$ cat src/rtl/d_sram2axi_bridge_pkg.sv
// Shared definitions for the SRAM-like to AXI single-beat bridge:
// FSM state encoding, fixed AXI field values and SRAM size codes.
package d_sram2axi_bridge_pkg;

    typedef enum logic [2:0] {
        ST_IDLE  = 3'd0,
        ST_RADDR = 3'd1,
        ST_RDATA = 3'd2,
        ST_WREQ  = 3'd3,
        ST_WRESP = 3'd4
    } state_e;

    // Every transfer is a single beat of an incrementing burst.
    localparam logic [1:0] AXI_BURST_INCR = 2'b01;
    localparam logic [7:0] AXI_LEN_SINGLE = 8'd0;

    // SRAM-side size encodings (also the low bits of AXI AxSIZE).
    localparam logic [1:0] SIZE_BYTE = 2'd0;
    localparam logic [1:0] SIZE_HALF = 2'd1;
    localparam logic [1:0] SIZE_WORD = 2'd2;

endpackage

$ cat src/rtl/d_sram2axi_bridge_wstrb_gen.sv
// Write-strobe generator: maps the access size and the low address bits
// onto the four AXI byte lanes. Size 3 is treated like a full word.
module wstrb_gen
    import d_sram2axi_bridge_pkg::*;
(
    input  logic [1:0] size_i,
    input  logic [1:0] addr_lo_i,
    output logic [3:0] wstrb_o
);

    // Decode size/offset into a lane mask.
    always_comb begin
        // NOTE: a default before the case keeps every path assigned, so no latch is inferred.
        wstrb_o = 4'b1111;
        case (size_i)
            SIZE_BYTE: wstrb_o = 4'b0001 << addr_lo_i;
            SIZE_HALF: wstrb_o = addr_lo_i[1] ? 4'b1100 : 4'b0011;
            default:   wstrb_o = 4'b1111;
        endcase
    end

endmodule

$ cat src/rtl/d_sram2axi_bridge.sv
// SRAM-like to AXI bridge. One transaction at a time: a request is accepted
// in IDLE, issued as a single-beat AXI read or write, and completed with a
// one-cycle data_ok. Response codes and IDs from the slave are ignored.
module d_sram2axi_bridge
    import d_sram2axi_bridge_pkg::*;
#(
    parameter logic [3:0] AXI_ID = 4'd1
) (
    input  logic        clk,
    input  logic        rst,
    // SRAM-like side
    input  logic        req,
    input  logic        wr,
    input  logic [1:0]  size,
    input  logic [31:0] addr,
    input  logic [31:0] wdata,
    output logic [31:0] rdata,
    output logic        addr_ok,
    output logic        data_ok,
    // AXI read address
    output logic [3:0]  arid,
    output logic [31:0] araddr,
    output logic [7:0]  arlen,
    output logic [2:0]  arsize,
    output logic [1:0]  arburst,
    output logic        arvalid,
    input  logic        arready,
    // AXI read data
    input  logic [3:0]  rid,
    input  logic [31:0] rdata_axi,
    input  logic [1:0]  rresp,
    input  logic        rlast,
    input  logic        rvalid,
    output logic        rready,
    // AXI write address
    output logic [3:0]  awid,
    output logic [31:0] awaddr,
    output logic [7:0]  awlen,
    output logic [2:0]  awsize,
    output logic [1:0]  awburst,
    output logic        awvalid,
    input  logic        awready,
    // AXI write data
    output logic [3:0]  wid,
    output logic [31:0] wdata_axi,
    output logic [3:0]  wstrb,
    output logic        wlast,
    output logic        wvalid,
    input  logic        wready,
    // AXI write response
    input  logic [3:0]  bid,
    input  logic [1:0]  bresp,
    input  logic        bvalid,
    output logic        bready
);

    state_e      state_q, state_d;
    logic        wr_q, wr_d;
    logic [1:0]  size_q, size_d;
    logic [31:0] addr_q, addr_d;
    logic [31:0] wdata_q, wdata_d;
    logic        aw_done_q, aw_done_d;
    logic        w_done_q, w_done_d;

    // Slave IDs and response codes carry nothing the requester can use.
    logic unused_resp;
    assign unused_resp = &{1'b0, rid, rresp, bid, bresp};

    // Handshake outputs are decoded from state and forced low while rst is
    // high, so reset wins over any handshake in progress that cycle.
    assign addr_ok = !rst && (state_q == ST_IDLE) && req;
    assign arvalid = !rst && (state_q == ST_RADDR);
    assign rready  = !rst && (state_q == ST_RDATA);
    assign awvalid = !rst && (state_q == ST_WREQ) && !aw_done_q;
    assign wvalid  = !rst && (state_q == ST_WREQ) && !w_done_q;
    assign bready  = !rst && (state_q == ST_WRESP);
    assign data_ok = wr_q ? (bvalid && bready) : (rvalid && rready && rlast);
    assign rdata   = rdata_axi;

    // Fixed and latched AXI request fields.
    assign arid      = AXI_ID;
    assign araddr    = addr_q;
    assign arlen     = AXI_LEN_SINGLE;
    assign arsize    = {1'b0, size_q};
    assign arburst   = AXI_BURST_INCR;
    assign awid      = AXI_ID;
    assign awaddr    = addr_q;
    assign awlen     = AXI_LEN_SINGLE;
    assign awsize    = {1'b0, size_q};
    assign awburst   = AXI_BURST_INCR;
    assign wid       = AXI_ID;
    assign wdata_axi = wdata_q;
    assign wlast     = 1'b1;

    wstrb_gen u_wstrb_gen (
        .size_i    (size_q),
        .addr_lo_i (addr_q[1:0]),
        .wstrb_o   (wstrb)
    );

    // Next-state, request latching and per-channel write handshake tracking.
    always_comb begin
        state_d   = state_q;
        wr_d      = wr_q;
        size_d    = size_q;
        addr_d    = addr_q;
        wdata_d   = wdata_q;
        aw_done_d = aw_done_q;
        w_done_d  = w_done_q;
        case (state_q)
            ST_IDLE: begin
                if (req) begin
                    wr_d      = wr;
                    size_d    = size;
                    addr_d    = addr;
                    wdata_d   = wdata;
                    aw_done_d = 1'b0;
                    w_done_d  = 1'b0;
                    state_d   = wr ? ST_WREQ : ST_RADDR;
                end
            end
            ST_RADDR: begin
                if (arvalid && arready) state_d = ST_RDATA;
            end
            ST_RDATA: begin
                if (rvalid && rready && rlast) state_d = ST_IDLE;
            end
            ST_WREQ: begin
                // AW and W may complete in either order or together.
                aw_done_d = aw_done_q || (awvalid && awready);
                w_done_d  = w_done_q  || (wvalid && wready);
                if (aw_done_d && w_done_d) state_d = ST_WRESP;
            end
            ST_WRESP: begin
                if (bvalid && bready) state_d = ST_IDLE;
            end
            default: state_d = ST_IDLE;
        endcase
    end

    // State and request registers with synchronous reset.
    always_ff @(posedge clk) begin
        if (rst) begin
            // NOTE: the request latches are cleared too, so the AXI address/data
            // fields read back as zero after reset instead of stale values.
            state_q   <= ST_IDLE;
            wr_q      <= 1'b0;
            size_q    <= 2'd0;
            addr_q    <= 32'd0;
            wdata_q   <= 32'd0;
            aw_done_q <= 1'b0;
            w_done_q  <= 1'b0;
        end else begin
            // NOTE: non-blocking assignments so every register samples the
            // pre-edge value of its peers.
            state_q   <= state_d;
            wr_q      <= wr_d;
            size_q    <= size_d;
            addr_q    <= addr_d;
            wdata_q   <= wdata_d;
            aw_done_q <= aw_done_d;
            w_done_q  <= w_done_d;
        end
    end

endmodule
$ cat config.mk
export PLATFORM = sky130hd
export DESIGN_NAME = d_sram2axi_bridge
export DESIGN_NICKNAME = d
export VERILOG_FILES = /design/src/rtl/d_sram2axi_bridge_pkg.sv /design/src/rtl/d_sram2axi_bridge_wstrb_gen.sv /design/src/rtl/d_sram2axi_bridge.sv
export SDC_FILE = /design/constraint.sdc
export NUM_CORES = 1
export LEC_CHECK = 0
export ABC_AREA = 1
export CAP_MARGIN = 30
export CORE_AREA = 2 2 114 116
export CTS_BUF_LIST = sky130_fd_sc_hd__clkbuf_4 sky130_fd_sc_hd__clkbuf_8
export DETAILED_ROUTE_END_ITERATION = 10
export DIE_AREA = 0 0 116 118
export DONT_BUFFER_PORTS = 1
export SLEW_MARGIN = 20
export SYNTH_ARGS = -nofsm -noshare
export SYNTH_HDL_FRONTEND = slang
export SYNTH_SLANG_ARGS = --single-unit
$ cat constraint.sdc
create_clock -name clk -period 1.54 [get_ports clk]
set_clock_uncertainty 0.15 [all_clocks]
set_input_delay 0.154 -clock clk [delete_from_list [all_inputs] [get_ports clk]]
set_output_delay 0.154 -clock clk [all_outputs]
set_load 0.05 [all_outputs]
==> report_table.html <==
<table>
<tr><th>Metric</th><th>Value</th></tr>
<tr><th colspan="2">Place</th></tr>
<tr><td>Number of buffers added on ports</td><td>0</td></tr>
<tr><td>Post-DP HPWL</td><td>5990 um</td></tr>
<tr><td>Placed Instance Area</td><td>3840 sq um</td></tr>
<tr><td>Dpl cells</td><td>633</td></tr>
<tr><td>RD Place Congestion</td><td>0.832</td></tr>
<tr><th colspan="2">Floorplan</th></tr>
<tr><td>Die area</td><td>13700 sq um</td></tr>
<tr><td>Number of I/O pins</td><td>298</td></tr>
<tr><td>CORE AREA</td><td>12400 sq um</td></tr>
<tr><td>Vertical extent of the die</td><td>118 um</td></tr>
<tr><td>Starting density of the core</td><td>28.3%</td></tr>
<tr><td># rows</td><td>41</td></tr>
<tr><td>Chip width</td><td>116 um</td></tr>
<tr><th colspan="2">Setup path</th></tr>
<tr><td>Type of origin of the critical path</td><td>flip-flop</td></tr>
<tr><td>Crit-path max FO</td><td>4</td></tr>
<tr><td>Critical path start-end classification</td><td>reg -&gt; out</td></tr>
<tr><td>Cell-by-cell listing of the critical path</td><td>nor2_4 -&gt; nand2_4 -&gt; nor2_4 -&gt; nand3_2 -&gt; o21ai_4 -&gt; buf_12</td></tr>
<tr><td>Bufs and invs on worst path</td><td>1</td></tr>
<tr><td>Endpoint of the lowest-slack register-to-register path</td><td>wdata_axi[8]</td></tr>
<tr><td>Largest stage delay on the critical path</td><td>0.37 ns</td></tr>
<tr><td>Worst-case reg-to-reg path depth</td><td>7</td></tr>
<tr><td>Slowest stage cell on the critical path</td><td>sky130_fd_sc_hd__dfxtp_4</td></tr>
<tr><td>Critical Path Most Common Cell</td><td>sky130_fd_sc_hd__nor2_4</td></tr>
<tr><td>Type of destination of the critical path</td><td>output port</td></tr>
<tr><td>Worst setup slack for register-to-register paths</td><td>-0.02 ns</td></tr>
<tr><td>CP Data Arrival Time</td><td>1.46 ns</td></tr>
<tr><td>Worst reg2reg path startpoint</td><td>state_q[0]</td></tr>
<tr><td>Required time worst endpoint</td><td>1.24 ns</td></tr>
<tr><td>Family with the most delay on the worst path</td><td>simple AND/OR/NAND/NOR gates</td></tr>
<tr><th colspan="2">Final layout</th></tr>
<tr><td>Layout area overhead</td><td>45.3%</td></tr>
<tr><td>Antenna cells</td><td>0</td></tr>
<tr><td>Layout cell share with drive strength beyond 1</td><td>29.5%</td></tr>
<tr><td>Finished Layout Cells</td><td>734</td></tr>
<tr><td>Number of fillers in the final layout</td><td>1219</td></tr>
<tr><td>Nets@finish</td><td>678</td></tr>
<tr><td>Post-route core utilization</td><td>41.1%</td></tr>
<tr><td>Most common cell after layout, fill and taps aside</td><td>sky130_fd_sc_hd__nor2_1</td></tr>
<tr><td>Leading cell types in the layout, fill and taps excluded</td><td>sky130_fd_sc_hd__nor2_1, sky130_fd_sc_hd__buf_4, sky130_fd_sc_hd__dlygate4sd3_1</td></tr>
<tr><td>Finished Cell Area</td><td>5100 sq um</td></tr>
<tr><th colspan="2">Clocking</th></tr>
<tr><td>Level count of the clock H-tree</td><td>3</td></tr>
<tr><td>Clock tree from TritonCTS</td><td>yes</td></tr>
<tr><td>CTS sink count</td><td>72</td></tr>
<tr><td>Maximum root-to-sink buffer count</td><td>2</td></tr>
<tr><td>TritonCTS buffer count</td><td>9</td></tr>
<tr><td>CTS clock-pin slew for the worst setup and hold paths</td><td>0.08 ns</td></tr>
<tr><td>Root buffer selected by CTS</td><td>sky130_fd_sc_hd__clkbuf_8</td></tr>
<tr><td>Source-to-sink clock delay at the later pin of the worst-skew pair</td><td>0.35 ns</td></tr>
<tr><th colspan="2">Synth</th></tr>
<tr><td>Netlist area before placement</td><td>3510 sq um</td></tr>
<tr><td>Basic-gate share of the synthesized area counting and, or, nand and nor cells</td><td>20.5%</td></tr>
<tr><td>Number of warnings reported in the yosys synthesis log</td><td>0</td></tr>
<tr><td>Complex-gate fraction of the synthesized area</td><td>11.7%</td></tr>
<tr><td>Synth top area share</td><td>41.0%</td></tr>
<tr><td>Sequential element share of the synthesized area</td><td>41.0%</td></tr>
<tr><td>Post-synthesis adder-cell area fraction</td><td>0%</td></tr>
<tr><td>XOR/XNOR share of the synthesized area</td><td>0%</td></tr>
<tr><td>Mux cell area share after synthesis</td><td>0%</td></tr>
<tr><td>Syn Inst Count</td><td>466</td></tr>
<tr><td>Mean Syn Cell Area</td><td>7.54 sq um</td></tr>
<tr><td>Largest family of logic cells by synthesized area</td><td>buffers and inverters</td></tr>
<tr><td>Register bit count reported by yosys</td><td>72</td></tr>
<tr><td>Cell type with the largest total area after synthesis</td><td>sky130_fd_sc_hd__dfxtp_1</td></tr>
<tr><td>Largest cells by area after synthesis</td><td>sky130_fd_sc_hd__dfxtp_1, sky130_fd_sc_hd__buf_4, sky130_fd_sc_hd__nor2_1</td></tr>
<tr><td>Number of unique standard cell types used by synthesis</td><td>22</td></tr>
<tr><th colspan="2">Worst hold path</th></tr>
<tr><td>Worst hold path type</td><td>in -&gt; reg</td></tr>
<tr><td>Hold Path Depth</td><td>5</td></tr>
<tr><td>Hold worst-path end</td><td>w_done_q</td></tr>
<tr><td>Start point of the worst min-delay path</td><td>rst</td></tr>
<tr><th colspan="2">Timing</th></tr>
<tr><td>Total of endpoints with negative setup slack in the final report</td><td>20</td></tr>
<tr><td>Final Worst Setup Slack</td><td>-0.225 ns</td></tr>
<tr><td>Final number of max-transition violations</td><td>0</td></tr>
<tr><td>Shortest period the worst path allows</td><td>1.77 ns</td></tr>
<tr><td>Part of the cycle the worst path needs</td><td>115%</td></tr>
<tr><td>Maximum clock frequency</td><td>0.567 GHz</td></tr>
<tr><td>Hold Violations, Final</td><td>0</td></tr>
<tr><td>Unrepaired setup endpoints after global routing</td><td>yes</td></tr>
<tr><th colspan="2">Routing</th></tr>
<tr><td>Remaining antenna violation count after routing</td><td>0</td></tr>
<tr><td>Total routed wirelength</td><td>10500 um</td></tr>
<tr><td>Post-detailed-route DRC marker count</td><td>0</td></tr>
<tr><td>DR WL/cell</td><td>14.3 um</td></tr>
<tr><td>Vias post-DR</td><td>3186</td></tr>
<tr><td>Detailed-route vias per instance</td><td>4.34</td></tr>
<tr><td>Number of violations reported at the end of detailed-routing iteration 0</td><td>100</td></tr>
<tr><td>Length of the first detailed-routing pass in iterations</td><td>6</td></tr>
<tr><th colspan="2">Power</th></tr>
<tr><td>Leakage power figure</td><td>2.31 nW</td></tr>
<tr><td>Cell Pwr Density</td><td>2230 nW/um^2</td></tr>
<tr><td>Total power</td><td>0.0114 W</td></tr>
<tr><td>Worst ir drop on vdd</td><td>0.00153 V</td></tr>
<tr><th colspan="2">Global route</th></tr>
<tr><td>Antenna violations before repair</td><td>0</td></tr>
<tr><td>GRT Total Usage</td><td>12.6%</td></tr>
<tr><td>Wire length of the first global-routing pass</td><td>13600 um</td></tr>
<tr><td>Total overflow reported by the global router</td><td>0</td></tr>
<tr><td>Vias in the first global route</td><td>2960</td></tr>
<tr><td>Largest net degree at the start of global routing</td><td>64</td></tr>
<tr><th colspan="2">Outcome</th></tr>
<tr><td>Failing checks</td><td>negative setup slack</td></tr>
<tr><td>Outcome</td><td>finished, violations left</td></tr>
<tr><th colspan="2">Flow run</th></tr>
<tr><td>MaxCap Viol Count</td><td>0</td></tr>
</table>
-- state kept, by name (all words and copies together), names as in the netlist --
signal,cells
size_q,2
araddr,32
w_done_q,1
wr_q,1
state_q,3
wdata_axi,32
aw_done_q,1
-- per-layer routing --
| metal | up-vias | global-route usage [%] | part of all wire [%] |
|---|---|---|---|
| li1 | 1523 | - | - |
| met1 | 1476 | 11.9 | 37 |
| met2 | 153 | 23.1 | 53 |
| met3 | 34 | 5.20 | 7.1 |
| met4 | 0 | 6.25 | 2.7 |
| met5 | - | 0 | 0 |
-- report_power, final --
group / internal [W] / switching, W
sequential: 0.00243 / 0.000364
clock: 0.000733 / 0.000717
combinational: 0.00212 / 0.00499
-- Yosys cell counts (all sizes together) --
cell type / n
a21oi: 8
buf: 118
clkbuf: 6
conb: 2
dfxtp: 72
inv: 12
nand2: 23
nand3: 9
nand4: 1
nor2: 139
nor3: 3
o211ai: 1
o21ai: 72
-- cells by family after synthesis --
family,Yosys count
other,2
DFF,72
buffers and inverters,136
AOI/OAI and AO/OA,81
and+or+nand+nor,175
-- cell type report --
| class | count | area (sq um) | share of cell area [%] |
|---|---|---|---|
| Clock inverter | 6 | 61.3 | 1.20 |
| Tap cell | 172 | 215 | 4.22 |
| Sequential cell | 72 | 1460 | 28.6 |
| Clock buffer | 9 | 124 | 2.43 |
| Inverter | 12 | 52.6 | 1.03 |
| Timing Repair Buffer | 172 | 1730 | 33.9 |
| Multi-Input combinational cell | 291 | 1460 | 28.6 |
-- worst register-to-register path: stages, from the launching register on --
cell and delay (ns):
sky130_fd_sc_hd__dfxtp_4 0.37, sky130_fd_sc_hd__nor2_4 0.18, sky130_fd_sc_hd__nand2_4 0.09, sky130_fd_sc_hd__nor2_8 0.12, sky130_fd_sc_hd__buf_12 0.15, sky130_fd_sc_hd__clkbuf_16 0.23, sky130_fd_sc_hd__o21ai_0 0.10, sky130_fd_sc_hd__nor2_1 0.10
-- worst max-delay path by stage --
stage | slack (ns) | start | end | depth (start not counted)
final | -0.23 | state_q[0] | data_ok | 6
after global routing | -0.30 | state_q[0] | data_ok | 6
after CTS | -0.24 | state_q[1] | data_ok | 5
after detailed placement | 0.05 | state_q[1] | araddr[0] | 7
after global placement | 0.10 | state_q[1] | araddr[1] | 7
after floorplan | -0.30 | state_q[2] | data_ok | 5
-- per-stage QoR --
| stage | hold WS (ns) | setup WS (ns) | setup TNS (ns) |
|---|---|---|---|
| floorplan | 0.107 | -0.299 | -0.375 |
| global placement | 0.0759 | 0.102 | 0 |
| detailed placement | 0.0784 | 0.0549 | 0 |
| CTS | -0.313 | -0.235 | -1.05 |
| global route | 0.0261 | -0.297 | -3.33 |
| finish | 0.0207 | -0.225 | -1.08 |
-- what timing repair did --
action / 4_1_cts / 5_1_grt
endpoints found under the hold margin: 70 / 4
endpoints found under the setup margin: 10 / 42
hold buffers: 67 / 4
gates resized for setup: 17 / 54
pin swaps: 5 / 24
gates cloned: 0 / 4
setup buffers: 5 / 6
No activity file was read; power rests on OpenSTA's default activity.
